File: src/rtl/gmii_rx_video_pkg.sv
// Shared definitions for the GMII video receiver: FSM states, header byte
// offsets and the packet-type values also used by the transmitter.
package gmii_rx_video_pkg;

  typedef enum logic [2:0] {
    ST_IDLE,
    ST_PRE,
    ST_HDR,
    ST_PTYPE,
    ST_LINE,
    ST_PIX,
    ST_TAIL,
    ST_DROP
  } rx_state_t;

  localparam logic [7:0] PREAMBLE = 8'h55;
  localparam logic [7:0] SFD      = 8'hD5;

  // Byte offsets counted from the first destination MAC byte
  localparam logic [5:0] OFF_DST_MAC   = 6'd0;
  localparam logic [5:0] OFF_ETYPE     = 6'd12;
  localparam logic [5:0] OFF_VER_IHL   = 6'd14;
  localparam logic [5:0] OFF_PROTO     = 6'd23;
  localparam logic [5:0] OFF_UDP_DPORT = 6'd36;
  localparam logic [5:0] HDR_LAST      = 6'd41;

  localparam logic [15:0] ETH_IPV4     = 16'h0800;
  localparam logic [7:0]  IP_VER_IHL   = 8'h45;
  localparam logic [7:0]  IP_PROTO_UDP = 8'h11;
  localparam logic [7:0]  PT_VIDEO     = 8'h00;
  localparam logic [7:0]  PT_AUDIO     = 8'h01;

  localparam logic [31:0] CRC_INIT    = 32'hFFFF_FFFF;
  localparam logic [31:0] CRC_RESIDUE = 32'hC704_DD7B;

  // True when a header byte at offset idx is acceptable; unchecked offsets always pass
  function automatic logic hdr_byte_ok(input logic [5:0]  idx,
                                       input logic [7:0]  b,
                                       input logic [47:0] mac,
                                       input logic [15:0] port);
    logic ok;
    ok = 1'b1;
    case (idx)
      OFF_DST_MAC:          ok = (b == mac[47:40]);
      OFF_DST_MAC + 6'd1:   ok = (b == mac[39:32]);
      OFF_DST_MAC + 6'd2:   ok = (b == mac[31:24]);
      OFF_DST_MAC + 6'd3:   ok = (b == mac[23:16]);
      OFF_DST_MAC + 6'd4:   ok = (b == mac[15:8]);
      OFF_DST_MAC + 6'd5:   ok = (b == mac[7:0]);
      OFF_ETYPE:            ok = (b == ETH_IPV4[15:8]);
      OFF_ETYPE + 6'd1:     ok = (b == ETH_IPV4[7:0]);
      OFF_VER_IHL:          ok = (b == IP_VER_IHL);
      OFF_PROTO:            ok = (b == IP_PROTO_UDP);
      OFF_UDP_DPORT:        ok = (b == port[15:8]);
      OFF_UDP_DPORT + 6'd1: ok = (b == port[7:0]);
      default:              ok = 1'b1;
    endcase
    return ok;
  endfunction

  // Counter increment that sticks at all-ones
  function automatic logic [15:0] sat_inc(input logic [15:0] v);
    return (v == 16'hFFFF) ? v : v + 16'd1;
  endfunction

  // The reflected CRC register is compared against the residue in normal bit order
  function automatic logic [31:0] bit_rev32(input logic [31:0] v);
    logic [31:0] r;
    for (int i = 0; i < 32; i++) r[i] = v[31-i];
    return r;
  endfunction

endpackage

File: src/rtl/gmii_rx_video_crc32_d8.sv
// One byte step of the reflected Ethernet CRC-32 (polynomial 04C11DB7, LSB first).
module crc32_d8 (
  input  logic [31:0] crc_in,
  input  logic [7:0]  data,
  output logic [31:0] crc_out
);

  localparam logic [31:0] POLY_REFL = 32'hEDB8_8320;

  // Eight serial shift steps unrolled into one combinational update
  always_comb begin
    crc_out = crc_in ^ {24'h0, data};
    for (int i = 0; i < 8; i++)
      crc_out = crc_out[0] ? ((crc_out >> 1) ^ POLY_REFL) : (crc_out >> 1);
  end

endmodule

File: src/rtl/gmii_rx_video.sv
// GMII receiver for the display board: filters Ethernet/IPv4/UDP video frames
// and writes one line of Y/C pairs per packet into the pixel FIFO.
// Optional FCS checking is enabled by defining CRC_CHECK_EN.
module gmii_rx_video
  import gmii_rx_video_pkg::*;
#(
  parameter logic [47:0] MY_MAC    = 48'h00_23_45_67_89_02,
  parameter logic [15:0] UDP_PORT  = 16'd12345,
  parameter logic [10:0] PIX_BYTES = 11'd1280
) (
  input  logic        rx_clk,
  input  logic        sys_rst_n,
  input  logic        rx_dv,
  input  logic        rx_er,
  input  logic [7:0]  rxd,
  input  logic        vid_full,
  output logic        vid_wr_en,
  output logic [27:0] vid_din,
  output logic        line_done,
  output logic [15:0] drop_cnt,
  output logic        ovf,
  output logic        crc_err
);

  rx_state_t   state;
  logic [10:0] byte_cnt;
  logic [3:0]  line_hi;
  logic [11:0] line_q;
  logic [7:0]  y_q;
  logic        bad_byte;
  logic        crc_bad;

  // Flag the current byte as a reason to abandon the frame
  always_comb begin
    bad_byte = 1'b0;
    case (state)
      ST_PRE:   bad_byte = (rxd != SFD) && (rxd != PREAMBLE);
      ST_HDR:   bad_byte = !hdr_byte_ok(byte_cnt[5:0], rxd, MY_MAC, UDP_PORT);
      ST_PTYPE: bad_byte = (rxd != PT_VIDEO);
      default:  bad_byte = 1'b0;
    endcase
  end

  // Frame parser FSM with registered FIFO, status and drop-count outputs
  always_ff @(posedge rx_clk or negedge sys_rst_n) begin
    if (!sys_rst_n) begin
      state     <= ST_IDLE;
      byte_cnt  <= '0;
      line_hi   <= '0;
      line_q    <= '0;
      y_q       <= '0;
      vid_wr_en <= 1'b0;
      vid_din   <= '0;
      line_done <= 1'b0;
      drop_cnt  <= '0;
      ovf       <= 1'b0;
    end else begin
      vid_wr_en <= 1'b0;
      line_done <= 1'b0;
      case (state)
        ST_IDLE: begin
          if (rx_dv && rxd == PREAMBLE) state <= ST_PRE;
        end
        ST_DROP: begin
          if (!rx_dv) state <= ST_IDLE;
        end
        default: begin
          if (!rx_dv) begin
            state <= ST_IDLE;
            if (state != ST_TAIL || crc_bad) drop_cnt <= sat_inc(drop_cnt);
          end else if (rx_er || bad_byte) begin
            state    <= ST_DROP;
            drop_cnt <= sat_inc(drop_cnt);
          end else begin
            byte_cnt <= byte_cnt + 11'd1;
            case (state)
              ST_PRE: begin
                if (rxd == SFD) begin
                  state    <= ST_HDR;
                  byte_cnt <= '0;
                end
              end
              ST_HDR: begin
                if (byte_cnt[5:0] == HDR_LAST) state <= ST_PTYPE;
              end
              ST_PTYPE: begin
                state    <= ST_LINE;
                byte_cnt <= '0;
              end
              ST_LINE: begin
                if (!byte_cnt[0]) begin
                  line_hi <= rxd[3:0];
                end else begin
                  line_q   <= {line_hi, rxd};
                  state    <= ST_PIX;
                  byte_cnt <= '0;
                end
              end
              ST_PIX: begin
                if (!byte_cnt[0]) begin
                  y_q <= rxd;
                end else if (vid_full) begin
                  ovf <= 1'b1;
                end else begin
                  vid_wr_en <= 1'b1;
                  vid_din   <= {line_q, y_q, rxd};
                end
                if (byte_cnt == PIX_BYTES - 11'd1) begin
                  line_done <= 1'b1;
                  state     <= ST_TAIL;
                end
              end
              default: ;
            endcase
          end
        end
      endcase
    end
  end

`ifdef CRC_CHECK_EN
  logic [31:0] crc_q;
  logic [31:0] crc_next;

  crc32_d8 u_crc (
    .crc_in  (crc_q),
    .data    (rxd),
    .crc_out (crc_next)
  );

  assign crc_bad = (bit_rev32(crc_q) != CRC_RESIDUE);

  // Running CRC from the first destination MAC byte through the FCS
  always_ff @(posedge rx_clk or negedge sys_rst_n) begin
    if (!sys_rst_n)
      crc_q <= CRC_INIT;
    else if (state == ST_PRE)
      crc_q <= CRC_INIT;
    else if (rx_dv && state != ST_IDLE && state != ST_DROP)
      crc_q <= crc_next;
  end

  // Pulse once when a frame ends in TAIL with a bad residue
  always_ff @(posedge rx_clk or negedge sys_rst_n) begin
    if (!sys_rst_n)
      crc_err <= 1'b0;
    else
      crc_err <= (state == ST_TAIL) && !rx_dv && crc_bad;
  end
`else
  assign crc_bad = 1'b0;
  assign crc_err = 1'b0;
`endif

endmodule

File: config.mk
export PLATFORM = sky130hd
export DESIGN_NAME = gmii_rx_video
export DESIGN_NICKNAME = d
export VERILOG_FILES = /design/src/rtl/gmii_rx_video_pkg.sv /design/src/rtl/gmii_rx_video_crc32_d8.sv /design/src/rtl/gmii_rx_video.sv
export SDC_FILE = /design/constraint.sdc
export NUM_CORES = 1
export LEC_CHECK = 0
export BUFFER_PORTS_ARGS = -buffer_cell sky130_fd_sc_hd__buf_2
export CAP_MARGIN = 20
export CORE_MARGIN = 2
export CORE_UTILIZATION = 40
export CTS_CLUSTER_SIZE = 30
export DETAILED_ROUTE_END_ITERATION = 8
export PLACE_DENSITY = 0.69
export SETUP_SLACK_MARGIN = 0.15
export SYNTH_ARGS = -nofsm -noshare
export SYNTH_HDL_FRONTEND = slang
export SYNTH_SLANG_ARGS = --single-unit
File: constraint.sdc
create_clock -name rx_clk -period 7.07 [get_ports rx_clk]
set_input_delay 1.7675 -clock rx_clk [delete_from_list [all_inputs] [get_ports rx_clk]]
set_output_delay 1.7675 -clock rx_clk [all_outputs]
set_load 0.01 [all_outputs]
==> results.md <==
- Area of the core: around 11000 µm²
- Mapped Avg Cell Area: 11.29 µm²
- Place WS: between 2 and 2.5 ns
- Pwr/cell area: about 350 nW/µm²
- Period minus WS final: around 4.4 ns
- Switching Fraction: 0.3823
- Asr flop ratio synth: 1.000
- Worst hold slack: 0.4779 ns
- Clock sinks: 85
- Commonest register cell after synthesis: dfrtp_1
- Fin Setup TNS: 0 ns
- Gr usage total: 0.1642
- EDFF count, synth: 0
- Synthesized Nets: about 410
- Post-CTS Setup Bufs: 0
- DRC: 0
- Critical Path Max Stage Delay: 0.60 ns
- I/O pin count: between 60 and 70
- YS warnings: 0
- Layout Skew: roughly 0.016 ns
- Die Y: 108.7 µm
- Net count, final: 460
- Leakage: between 2 and 2.5 nW
- Yosys reg bits: 85
- Logic pwr share: 0.348
- Layout cells sized above 1: 0.2197
- Worst setup SP type: input port
- Port bufs: 59
- Initial antenna violation count: 0
- Number of buffers created by CTS: 9
- MaxCap Viol Count: 0
- RSZ-0062 raised after global routing: false
- Aggregate routed wire length: between 9 and 10 mm
- Resize count post-CTS: 0
- Netlist cell types: between 60 and 70
- Hold crit path type: reg2reg
- Vias: about 3300
- DP Wirelength: about 6.6 mm
- Final non-filler cell total: 586
- CTS tree: built
- DRT iter0 DRCs: roughly 310
- Max clock buf depth: 2
- Reg power frac: 0.441
- Post-route ant nets: 0
- CP max stage cell: nand3b_2
- First-pass DRT Iterations: 5
- Multi-input combinational cell area: about 2100 µm²
- Area grow syn2layout: 13.56%
- Clock network power share: 0.211
- GPL Wtd Cong: just under 0.9
- Final Hold Vio Count: 0
- Slew margin rel.: 0.4648
- Die X: about 110 µm
- Worst-margin pin slew: 0.7984 ns
- Peak VDD IR: 140.1 µV
- CP Capture Type: register
- Total die area: around 12000 µm²
- Switch Pwr: ~660 µW
- P_int: roughly 1.1 mW
- First-pass GRT wire length: ~15 mm
- CTS clk-pin slew, worst paths: 0.09 ns
- Worst-Skew Late Latency: 0.37 ns
- CP Cell Sequence: buf_2 -> or4b_1 -> o2bb2ai_1 -> a41o_1 -> and3_1 -> a21o_4 -> nand3b_2 -> mux2_1
- Most frequent cells in the layout: dfrtp_1 (85), buf_2 (58), mux2_1 (45)
- H-tree lvl count: 3
- Commonest non-fill, non-tap cell in the layout: dfrtp_1
- Post-Synthesis Cells: 388
- Placed cells: 570
- Critical setup path kind: in2reg
- Starting density of the core: 0.4078
- # setup viols final: 0
- Netlist Area Pre-Place: between 4000 and 5000 µm²
- Worst EP required: ~7.3 ns
- Via-to-Cell Ratio: between 5 and 6
- Status: completed
- Routed wire length per instance: ~16 µm
- Final worst slack: about 2.7 ns
- Pin count of the biggest net entering global routing: between 50 and 60
- Max-slew violations: 0
- Sequential cell area: 2127 µm²
- Layout fillers: between 900 and 1000
- Gr ovfl total: 0
- Number of global-route vias before repair: 3000
- Clock root cell: clkbuf_8
- CP Max Fanout: 29
- Fmax achieved: 0.2284 GHz
- Final Cycle Share: 0.6192
- Post-synthesis sequential area ratio: 0.4854
- Diode count: 0
- Critical path arrival: ~4.6 ns
- Row Count: 38
- Hold buffers post-CTS: 0
## cells in the mapped netlist (all sizes together), types with 2 or more instances
library cell  count  area (µm²)
dfrtp            85        2127
nor2b             4       25.02
a22o              2       17.52
o31ai             9       67.56
mux2             54       608.1
or2               3       18.77
mux2i             6       60.06
a31o              3       26.28
a21oi            19       98.85
xor2              3       26.28
nand4b            3       26.28
or4b              2       20.02
a31oi             2       12.51
o22ai             2       12.51
nor2             18       67.56
xnor2            15       131.4
nand2            19       71.32
and3             15       93.84
o21ai             4       20.02
buf               9       65.06
nor3              7       35.03
nand2b            5       31.28
o32a              3       30.03
nand3b            3       26.27
or4               5       37.54
and2              7       46.30
nand3            18       90.09
nand4             7       50.05
and4              2       17.52
inv              11       41.29
ha                6       75.07
clkbuf            9       33.78
o2bb2ai           2       17.52
a211oi            2       27.53
a21o              2       22.52
or3               2       12.51
## layer usage
metal | routed length [µm] | track usage
met1 | 4422 | 0.2268
met2 | 4284 | 0.2513
met4 | 106 | 0.04579
met5 | 0 | 0
met3 | 557 | 0.04901
## kinds of logic after synthesis
kind of cell | Yosys count | share of synthesized area
DFF | 85 | 0.4854
AOI/OAI and AO/OA | 63 | 0.1079
buffers and inverters | 29 | 0.03198
adders and majority gates | 6 | 0.01713
xor gates and xnor gates | 18 | 0.03598
and+or+nand+nor | 126 | 0.1682
other | 1 | 0.0008558
muxes | 60 | 0.1525
## power groups by stage
stage	sequential, mW	clock, mW	combinational (mW)
finish	0.757	0.362	0.598
CTS	0.758	0.374	0.600
global route	0.784	0.397	0.664
floorplan	0.730	0	0.460
detailed placement	0.768	0	0.596
global placement	0.760	0	0.587
## metrics by stage
| stage | cell area (µm²) | util | power (mW) |
|---|---|---|---|
| 6_report | 4976 | 0.4631 | 1.718 |
| 5_1_grt | 4976 | 0.4631 | 1.844 |
| 3_3_place_gp | 4763 | 0.4433 | 1.347 |
| 2_1_floorplan | 4382 | - | 1.191 |
| 4_1_cts | 4976 | 0.4631 | 1.732 |
| 3_5_place_dp | 4763 | 0.4433 | 1.364 |
## worst max-delay path: cells and delay by family
kind	cells	cell delay [ns]
AO/OA/AOI/OAI	3	0.66
buffers and inverters	1	0.16
multiplexers	1	0.57
AND/OR/NAND/NOR	3	1.45
## sequential cells by signal (all words and copies together) (netlist names)
signal     flops
state          3
y_q            8
drop_cnt      16
line_hi        4
ovf            1
byte_cnt      11
line_q        12
vid_wr_en      1
vid_din       28
line_done      1
## final timing paths
path / startpoint / end / slack (ns) / cells after the start
hold reg to reg: line_q[6]$_DFFE_PN0P_ / vid_din[22]$_DFFE_PN0P_ / 0.48 / 1
setup reg to reg: byte_cnt[0]$_DFFE_PN0P_ / vid_din[9]$_DFFE_PN0P_ / 3.04 / 10
min in group asynchronous: sys_rst_n / vid_din[19]$_DFFE_PN0P_ / 1.35 / 1
setup / recovery: rxd[0] / vid_din[9]$_DFFE_PN0P_ / 2.69 / 8
max in group asynchronous: sys_rst_n / state[0]$_DFFE_PN0P_ / 4.73 / 2
hold / removal: line_q[6]$_DFFE_PN0P_ / vid_din[22]$_DFFE_PN0P_ / 0.48 / 1
## cell type report
cell class	instances	area share
inverter	11	0.008298
multi-input combinational	274	0.4249
tap	140	0.03520
sequential	85	0.4275
timing repair buffer	60	0.06135
clock inverter	7	0.01785
clock buffer	9	0.02489
No activity file was read; power rests on OpenSTA's default activity.
